--- config.mk ---
export PLATFORM = sky130hd
export DESIGN_NAME = store_write_buffer_flat
export DESIGN_NICKNAME = d
export VERILOG_FILES = /design/src/rtl/store_write_buffer_if.sv /design/src/rtl/store_write_buffer.sv /design/src/flat_wrapper.sv
export SDC_FILE = /design/constraint.sdc
export NUM_CORES = 1
export LEC_CHECK = 0
export ABC_AREA = 1
export BUFFER_PORTS_ARGS = -buffer_cell sky130_fd_sc_hd__buf_2
export CORE_ASPECT_RATIO = 0.9
export CORE_MARGIN = 2
export CORE_UTILIZATION = 54
export CTS_CLUSTER_SIZE = 20
export DETAILED_ROUTE_END_ITERATION = 6
export HOLD_SLACK_MARGIN = 0.02
export PLACE_DENSITY = 0.78
export SYNTH_ARGS = -nofsm -noshare
export SYNTH_HDL_FRONTEND = slang
export SYNTH_SLANG_ARGS = --single-unit
--- constraint.sdc ---
create_clock -name clk -period 5.68 [get_ports clk]
set_clock_uncertainty 0.05 [all_clocks]
set_input_delay 0.568 -clock clk [delete_from_list [all_inputs] [get_ports clk]]
set_output_delay 0.568 -clock clk [all_outputs]
set_load 0.02 [all_outputs]
--- src/rtl/store_write_buffer_if.sv ---
// Store write buffer bus: cache-side store/lookup signals plus the data_mem
// drain handshake. The buffer connects through the slave modport and its
// environment (cache + data_mem) connects through the master modport.
interface store_write_buffer_if #(
    parameter int ADDR_WIDTH = 32,
    parameter int DATA_WIDTH = 32
);
    // Cache store side
    logic                  wr_valid;
    logic [ADDR_WIDTH-1:0] wr_addr;
    logic [DATA_WIDTH-1:0] wr_data;
    logic [2:0]            wr_mode;
    logic                  wr_ready;
    // Load forwarding lookup
    logic [ADDR_WIDTH-1:0] rd_addr;
    logic                  rd_hit;
    logic [DATA_WIDTH-1:0] rd_data;
    logic                  rd_conflict;
    // data_mem drain side
    logic                  mem_req;
    logic [ADDR_WIDTH-1:0] mem_addr;
    logic [DATA_WIDTH-1:0] mem_wd;
    logic [2:0]            mem_mode;
    logic                  mem_ack;
    // Status
    logic                  empty;

    modport slave (
        input  wr_valid, wr_addr, wr_data, wr_mode, rd_addr, mem_ack,
        output wr_ready, rd_hit, rd_data, rd_conflict,
               mem_req, mem_addr, mem_wd, mem_mode, empty
    );

    modport master (
        output wr_valid, wr_addr, wr_data, wr_mode, rd_addr, mem_ack,
        input  wr_ready, rd_hit, rd_data, rd_conflict,
               mem_req, mem_addr, mem_wd, mem_mode, empty
    );
endinterface

--- src/rtl/store_write_buffer.sv ---
// FIFO write buffer between the write-through data cache and data_mem.
// Stores are queued and drained in order over a req/ack handshake; pending
// word stores can be forwarded to loads.
// Build option: define STORE_WBUF_FWD_EN to enable load forwarding. Without
// it there are no address comparators and any pending entry stalls loads.
module store_write_buffer #(
    parameter int         ADDR_WIDTH = 32,
    parameter int         DATA_WIDTH = 32,
    parameter int         DEPTH      = 4,     // power of two, >= 2
    parameter logic [2:0] WORD_MODE  = 3'd2   // addr_mode code of a word access
) (
    input  logic                clk,
    input  logic                rst,
    store_write_buffer_if.slave bus
);
    localparam int PTR_W = $clog2(DEPTH);

    localparam logic [0:0] S_IDLE = 1'b0;
    localparam logic [0:0] S_REQ  = 1'b1;

    logic [ADDR_WIDTH-1:0] addr_q [DEPTH];
    logic [DATA_WIDTH-1:0] data_q [DEPTH];
    logic [2:0]            mode_q [DEPTH];

    logic [PTR_W-1:0] wr_ptr;
    logic [PTR_W-1:0] rd_ptr;
    logic [PTR_W:0]   count;
    logic [PTR_W:0]   count_nxt;
    logic [0:0]       state;
    logic             wr_ready;
    logic             push;
    logic             pop;

    // Status is decoded from the registered count only, so a pop in the same
    // cycle never opens a slot for a store while full.
    assign wr_ready     = (count != (PTR_W+1)'(DEPTH));
    assign bus.wr_ready = wr_ready;
    assign bus.empty    = (count == '0);

    assign push = bus.wr_valid && wr_ready;
    assign pop  = (state == S_REQ) && bus.mem_ack;

    // Drain port presents the head entry while a request is outstanding.
    assign bus.mem_req  = (state == S_REQ);
    assign bus.mem_addr = bus.mem_req ? addr_q[rd_ptr] : '0;
    assign bus.mem_wd   = bus.mem_req ? data_q[rd_ptr] : '0;
    assign bus.mem_mode = bus.mem_req ? mode_q[rd_ptr] : '0;

    // Capture an accepted store into the slot at the write pointer.
    // NOTE: entry storage has no reset; validity is tracked by count, so a
    // stale slot is never presented or matched.
    always_ff @(posedge clk) begin
        if (push) begin
            addr_q[wr_ptr] <= bus.wr_addr;
            data_q[wr_ptr] <= bus.wr_data;
            mode_q[wr_ptr] <= bus.wr_mode;
        end
    end

    // Occupancy after this cycle's push/pop; simultaneous push and pop cancel.
    // NOTE: every always_comb output gets a default first so no latch is inferred.
    always_comb begin
        count_nxt = count;
        if (push && !pop) begin
            count_nxt = count + 1'b1;
        end else if (pop && !push) begin
            count_nxt = count - 1'b1;
        end
    end

    // Pointer and occupancy registers; pointers wrap naturally at DEPTH.
    // NOTE: sequential state uses non-blocking assignments only, so every
    // register samples pre-edge values regardless of statement order.
    always_ff @(posedge clk or posedge rst) begin
        if (rst) begin
            wr_ptr <= '0;
            rd_ptr <= '0;
            count  <= '0;
        end else begin
            if (push) begin
                wr_ptr <= wr_ptr + 1'b1;
            end
            if (pop) begin
                rd_ptr <= rd_ptr + 1'b1;
            end
            count <= count_nxt;
        end
    end

    // Drain FSM: request one cycle after the buffer turns non-empty, hold the
    // request across back-to-back acks until the last entry retires.
    always_ff @(posedge clk or posedge rst) begin
        if (rst) begin
            state <= S_IDLE;
        end else begin
            case (state)
                S_IDLE: begin
                    if (count != '0) begin
                        state <= S_REQ;
                    end
                end
                S_REQ: begin
                    if (pop && (count_nxt == '0)) begin
                        state <= S_IDLE;
                    end
                end
                default: state <= S_IDLE;
            endcase
        end
    end

`ifdef STORE_WBUF_FWD_EN
    logic                  fwd_found;
    logic                  fwd_word;
    logic [DATA_WIDTH-1:0] fwd_data;

    // Scan valid entries oldest to youngest so the youngest word-address match
    // wins; the head entry stays visible while its write is in flight.
    always_comb begin
        fwd_found = 1'b0;
        fwd_word  = 1'b0;
        fwd_data  = '0;
        for (int i = 0; i < DEPTH; i++) begin
            if ((i < int'(count)) &&
                (addr_q[rd_ptr + PTR_W'(i)][ADDR_WIDTH-1:2] == bus.rd_addr[ADDR_WIDTH-1:2])) begin
                fwd_found = 1'b1;
                fwd_word  = (mode_q[rd_ptr + PTR_W'(i)] == WORD_MODE);
                fwd_data  = data_q[rd_ptr + PTR_W'(i)];
            end
        end
    end

    assign bus.rd_hit      = fwd_found && fwd_word;
    assign bus.rd_data     = (fwd_found && fwd_word) ? fwd_data : '0;
    assign bus.rd_conflict = fwd_found && !fwd_word;
`else
    // Without forwarding, any pending store stalls the load until drained.
    assign bus.rd_hit      = 1'b0;
    assign bus.rd_data     = '0;
    assign bus.rd_conflict = (count != '0);
`endif
endmodule

--- src/flat_wrapper.sv ---
// flat-port wrapper written by rule: the top's interface ports become plain ports
module store_write_buffer_flat 
#(
    parameter int         ADDR_WIDTH = 32,
    parameter int         DATA_WIDTH = 32,
    parameter int         DEPTH      = 4,                          
    parameter logic [2:0] WORD_MODE  = 3'd2                                     
)
  (clk, rst, bus_wr_valid, bus_wr_addr, bus_wr_data, bus_wr_mode, bus_rd_addr, bus_mem_ack, bus_wr_ready, bus_rd_hit, bus_rd_data, bus_rd_conflict, bus_mem_req, bus_mem_addr, bus_mem_wd, bus_mem_mode, bus_empty);
  store_write_buffer_if #(.ADDR_WIDTH(ADDR_WIDTH), .DATA_WIDTH(DATA_WIDTH)) bus_i ();
  input  logic clk;
  input  logic rst;
  input wire logic [$bits(bus_i.wr_valid)-1:0] bus_wr_valid;
  input wire logic [$bits(bus_i.wr_addr)-1:0] bus_wr_addr;
  input wire logic [$bits(bus_i.wr_data)-1:0] bus_wr_data;
  input wire logic [$bits(bus_i.wr_mode)-1:0] bus_wr_mode;
  input wire logic [$bits(bus_i.rd_addr)-1:0] bus_rd_addr;
  input wire logic [$bits(bus_i.mem_ack)-1:0] bus_mem_ack;
  output wire logic [$bits(bus_i.wr_ready)-1:0] bus_wr_ready;
  output wire logic [$bits(bus_i.rd_hit)-1:0] bus_rd_hit;
  output wire logic [$bits(bus_i.rd_data)-1:0] bus_rd_data;
  output wire logic [$bits(bus_i.rd_conflict)-1:0] bus_rd_conflict;
  output wire logic [$bits(bus_i.mem_req)-1:0] bus_mem_req;
  output wire logic [$bits(bus_i.mem_addr)-1:0] bus_mem_addr;
  output wire logic [$bits(bus_i.mem_wd)-1:0] bus_mem_wd;
  output wire logic [$bits(bus_i.mem_mode)-1:0] bus_mem_mode;
  output wire logic [$bits(bus_i.empty)-1:0] bus_empty;
  assign bus_i.wr_valid = bus_wr_valid;
  assign bus_i.wr_addr = bus_wr_addr;
  assign bus_i.wr_data = bus_wr_data;
  assign bus_i.wr_mode = bus_wr_mode;
  assign bus_i.rd_addr = bus_rd_addr;
  assign bus_i.mem_ack = bus_mem_ack;
  assign bus_wr_ready = bus_i.wr_ready;
  assign bus_rd_hit = bus_i.rd_hit;
  assign bus_rd_data = bus_i.rd_data;
  assign bus_rd_conflict = bus_i.rd_conflict;
  assign bus_mem_req = bus_i.mem_req;
  assign bus_mem_addr = bus_i.mem_addr;
  assign bus_mem_wd = bus_i.mem_wd;
  assign bus_mem_mode = bus_i.mem_mode;
  assign bus_empty = bus_i.empty;
  store_write_buffer #(.ADDR_WIDTH(ADDR_WIDTH), .DATA_WIDTH(DATA_WIDTH), .DEPTH(DEPTH), .WORD_MODE(WORD_MODE)) u_core (.clk(clk), .rst(rst), .bus(bus_i));
endmodule
==> impl_metrics.ini <==
[logic_synthesis]
ys_seq_area_share_pct = 73.9
synthTopCellsByArea = edfxtp_1 (72%), nor2_1 (9.4%), o21ai_0 (3.9%)
yosysTopAreaCell = edfxtp_1
ys_ff_latch = 276
async_reset_ff_share_pct = 2.90
syn_area_um2 = 11200
avgSynthCellArea_um2 = 12.5
synth-simple-area-share_pct = 10.2
synth_cells = 891
ys_warn_count = 0
post_synth_xor_area_fraction_pct = 0.157
synth_top_area_share_pct = 72.1
synth_compound_area_share_pct = 9.25
yosys-top-cells-count = nor2_1 (278), edfxtp_1 (268), o21ai_0 (87)
synth_most_common_cell = nor2_1
ys_types = 26
muxShareOfSynthArea_pct = 0.101
synth_fa_ha_area_share_pct = 0.785
synth_top_family_by_area = simple AND/OR/NAND/NOR gates
synth-edff-count = 268
synth-main-ff-cell = edfxtp_1

[cts]
insertion_delay_ns = 0.51
clockRootBuffer = clkbuf_16
cts_buffers = 27
cts_sinks = 276
cts_tree = yes
cts_setup_buffers = 0
postCtsHoldBufs = 1
cts.path.max_buffers = 3
htree_levels = 1
clkTransAtPathRegs_ns = 0.06
cts_resized = 0

[floorplanning]
core_um2 = 20100
rows = 49
ioPinCount = 207
die_w_um = 156
floorplan.initialDensity_pct = 55.5
die_area_um2 = 21800
die_h_um = 140

[worst_setup_path]
worstSetupPathType = register to primary output
cp.arrival_ns = 3.25
cp_slowest_stage_delay_ns = 0.78
crit_path_start_kind = register
worst-path-buf-inv = 3
critical_path_required_ns = 5.06
cp_slowest_cell = dfrtp_4
path_max_fanout = 89
cp_cell_sequence = inv_4 > buf_4 > o21ai_0 > a21oi_1 > buf_2
critical-path-top-delay-family = buffers and inverters
endpoint_kind = primary output

[placement]
gp_congestion = 0.769
portBuffers = 141
hpwl_um = 11700
placed_cell_area_um2 = 11900

[power]
power_frac_clock_pct = 23.0
ir_drop_v = 0.000421
fin_total_pwr_mw = 7.56
p_seq_share_pct = 37.8
p_leak_nw = 4.65
p_int_mw = 4.60
combPwrFrac_pct = 39.2
switching_power_mw = 2.95
switching_share_pct = 39.1
pwr_density_cell_nw_per_um2 = 592

[sta]
finalHoldViolations = 0
final_max_slew_viol_count = 0
setup_tns_ns = 0
finalCriticalPeriod_ns = 3.86
tightest_slew_ns = 1.15
setup_viol = 0
maxSlewHeadroom_pct = 23.0
period_share_pct = 68.0
rsz0062_at_grt = no
max_freq_ghz = 0.259

[drt]
vias = 6816
drt-pass1-iter-count = 5
wire_per_inst_um = 16.8
antenna_left = 0
drt-total-wl_um = 21800
drt_iter0_drc = 490
avgViaCountPerCell = 5.25
drc = 0

[layout]
syn_to_final_growth_pct = 14.4
final_area_um2 = 12800
final_nets = 1130
drive_gt1_share_pct = 20.0

[global_routing]
grt_max_degree = 90
grt_use_total_pct = 19.8
grt_overflow = 0
antenna_found_initial = 3
grt_pass1_wl_um = 33800
grt_pass1_vias = 6594

[outcome]
status = finished clean

[min_path]
hold_class = primary input to register

[job]
drv_cap = 0
==> area by class of cell <==
type / count / area [um^2]
Fill cell: 1511 / 7350
Antenna cell: 3 / 7.51
Clock buffer: 38 / 747
Clock inverter: 11 / 129
Sequential cell: 276 / 8250
Multi-Input combinational cell: 545 / 2440
Inverter: 18 / 70.1
Timing Repair Buffer: 152 / 791
Tap cell: 255 / 319
==> power by group through the flow <==
stage                     Sequential, mW  Combinational [mW]  Clock, mW
after floorplan                     2.84                2.18          0
after global placement              2.88                2.95          0
after detailed placement            2.90                3.00          0
after CTS                           2.86                3.01       1.77
after global routing                2.89                3.27       1.85
final                               2.86                2.96       1.74
==> cell families after synthesis <==
family / after synthesis
DFF: 276
xor gates and xnor gates: 2
AOI/OAI and AO/OA: 205
muxes: 1
and+or+nand+nor: 297
adders and majority gates: 7
other: 1
buffers and inverters: 102
==> layout by cell type (no fill, tap or decap), types with 2 or more instances in the layout <==
| cell | netlist | final |
|---|---|---|
| edfxtp_1 | 268 | 268 |
| xor2_1 | 2 | 2 |
| dfrtp_1 | 8 | 6 |
| conb_1 | 1 | 33 |
| clkbuf_8 | 0 | 3 |
| clkinv_2 | 0 | 7 |
| bufinv_16 | 0 | 3 |
| diode_2 | 0 | 3 |
| ha_1 | 7 | 7 |
| o21ai_1 | 49 | 49 |
| nor2_4 | 0 | 4 |
| nor2_1 | 278 | 274 |
| a21oi_1 | 67 | 67 |
| buf_2 | 15 | 141 |
| clkbuf_1 | 20 | 8 |
| buf_4 | 40 | 10 |
| nand2_1 | 10 | 10 |
| clkbuf_16 | 0 | 27 |
| nand4_1 | 2 | 2 |
| nand3_1 | 3 | 3 |
| o21ai_0 | 87 | 87 |
| inv_1 | 14 | 13 |
| nand2_2 | 2 | 2 |
| inv_2 | 3 | 4 |
==> per-stage QoR <==
stage | utilization [%] | hold WS [ns] | std cells | setup slack, ns
after global placement | 59.0 | 0.477 | 1245 | 2.38
after floorplan | - | 0.334 | 923 | 1.41
after detailed placement | 59.0 | 0.498 | 1245 | 2.36
after global routing | 63.4 | 0.196 | 1295 | 1.58
after CTS | 63.4 | 0.190 | 1295 | 1.80
final | 63.5 | 0.209 | 1298 | 1.82
==> layer usage <==
metal / vias to the layer above / global-route usage, % / share of wire [%] / wire (um)
li1: 3318 / - / - / -
met3: 33 / 4.67 / 6.8 / 1490
met2: 211 / 34.6 / 50 / 10900
met1: 3252 / 24.8 / 41 / 9000
met4: 2 / 5.41 / 1.9 / 418
met5: - / 0 / 0.060 / 13
==> sequential cells by signal, indices dropped and copies added (netlist names) <==
signal              count
u_core.count            3
u_core.data_q         128
u_core.wr_ptr           2
u_core.addr_q         128
u_core.bus.mem_req      1
u_core.rd_ptr           2
u_core.mode_q          12
==> final timing paths <==
path,start,endpoint,slack (ns),cells after the start
min in group asynchronous,rst,u_core.bus.mem_req,0.50,3
max in group asynchronous,rst,u_core.rd_ptr[0],4.80,3
setup reg to reg,u_core.count[0],u_core.data_q[0][26],2.81,6
hold reg to reg,u_core.bus.mem_req,u_core.bus.mem_req,0.54,2
hold / removal,bus_wr_data[30],u_core.data_q[2][30],0.21,1
setup / recovery,u_core.rd_ptr[0],bus_mem_wd[6],1.82,5
Note: power is estimated with default switching activity, not from simulation.
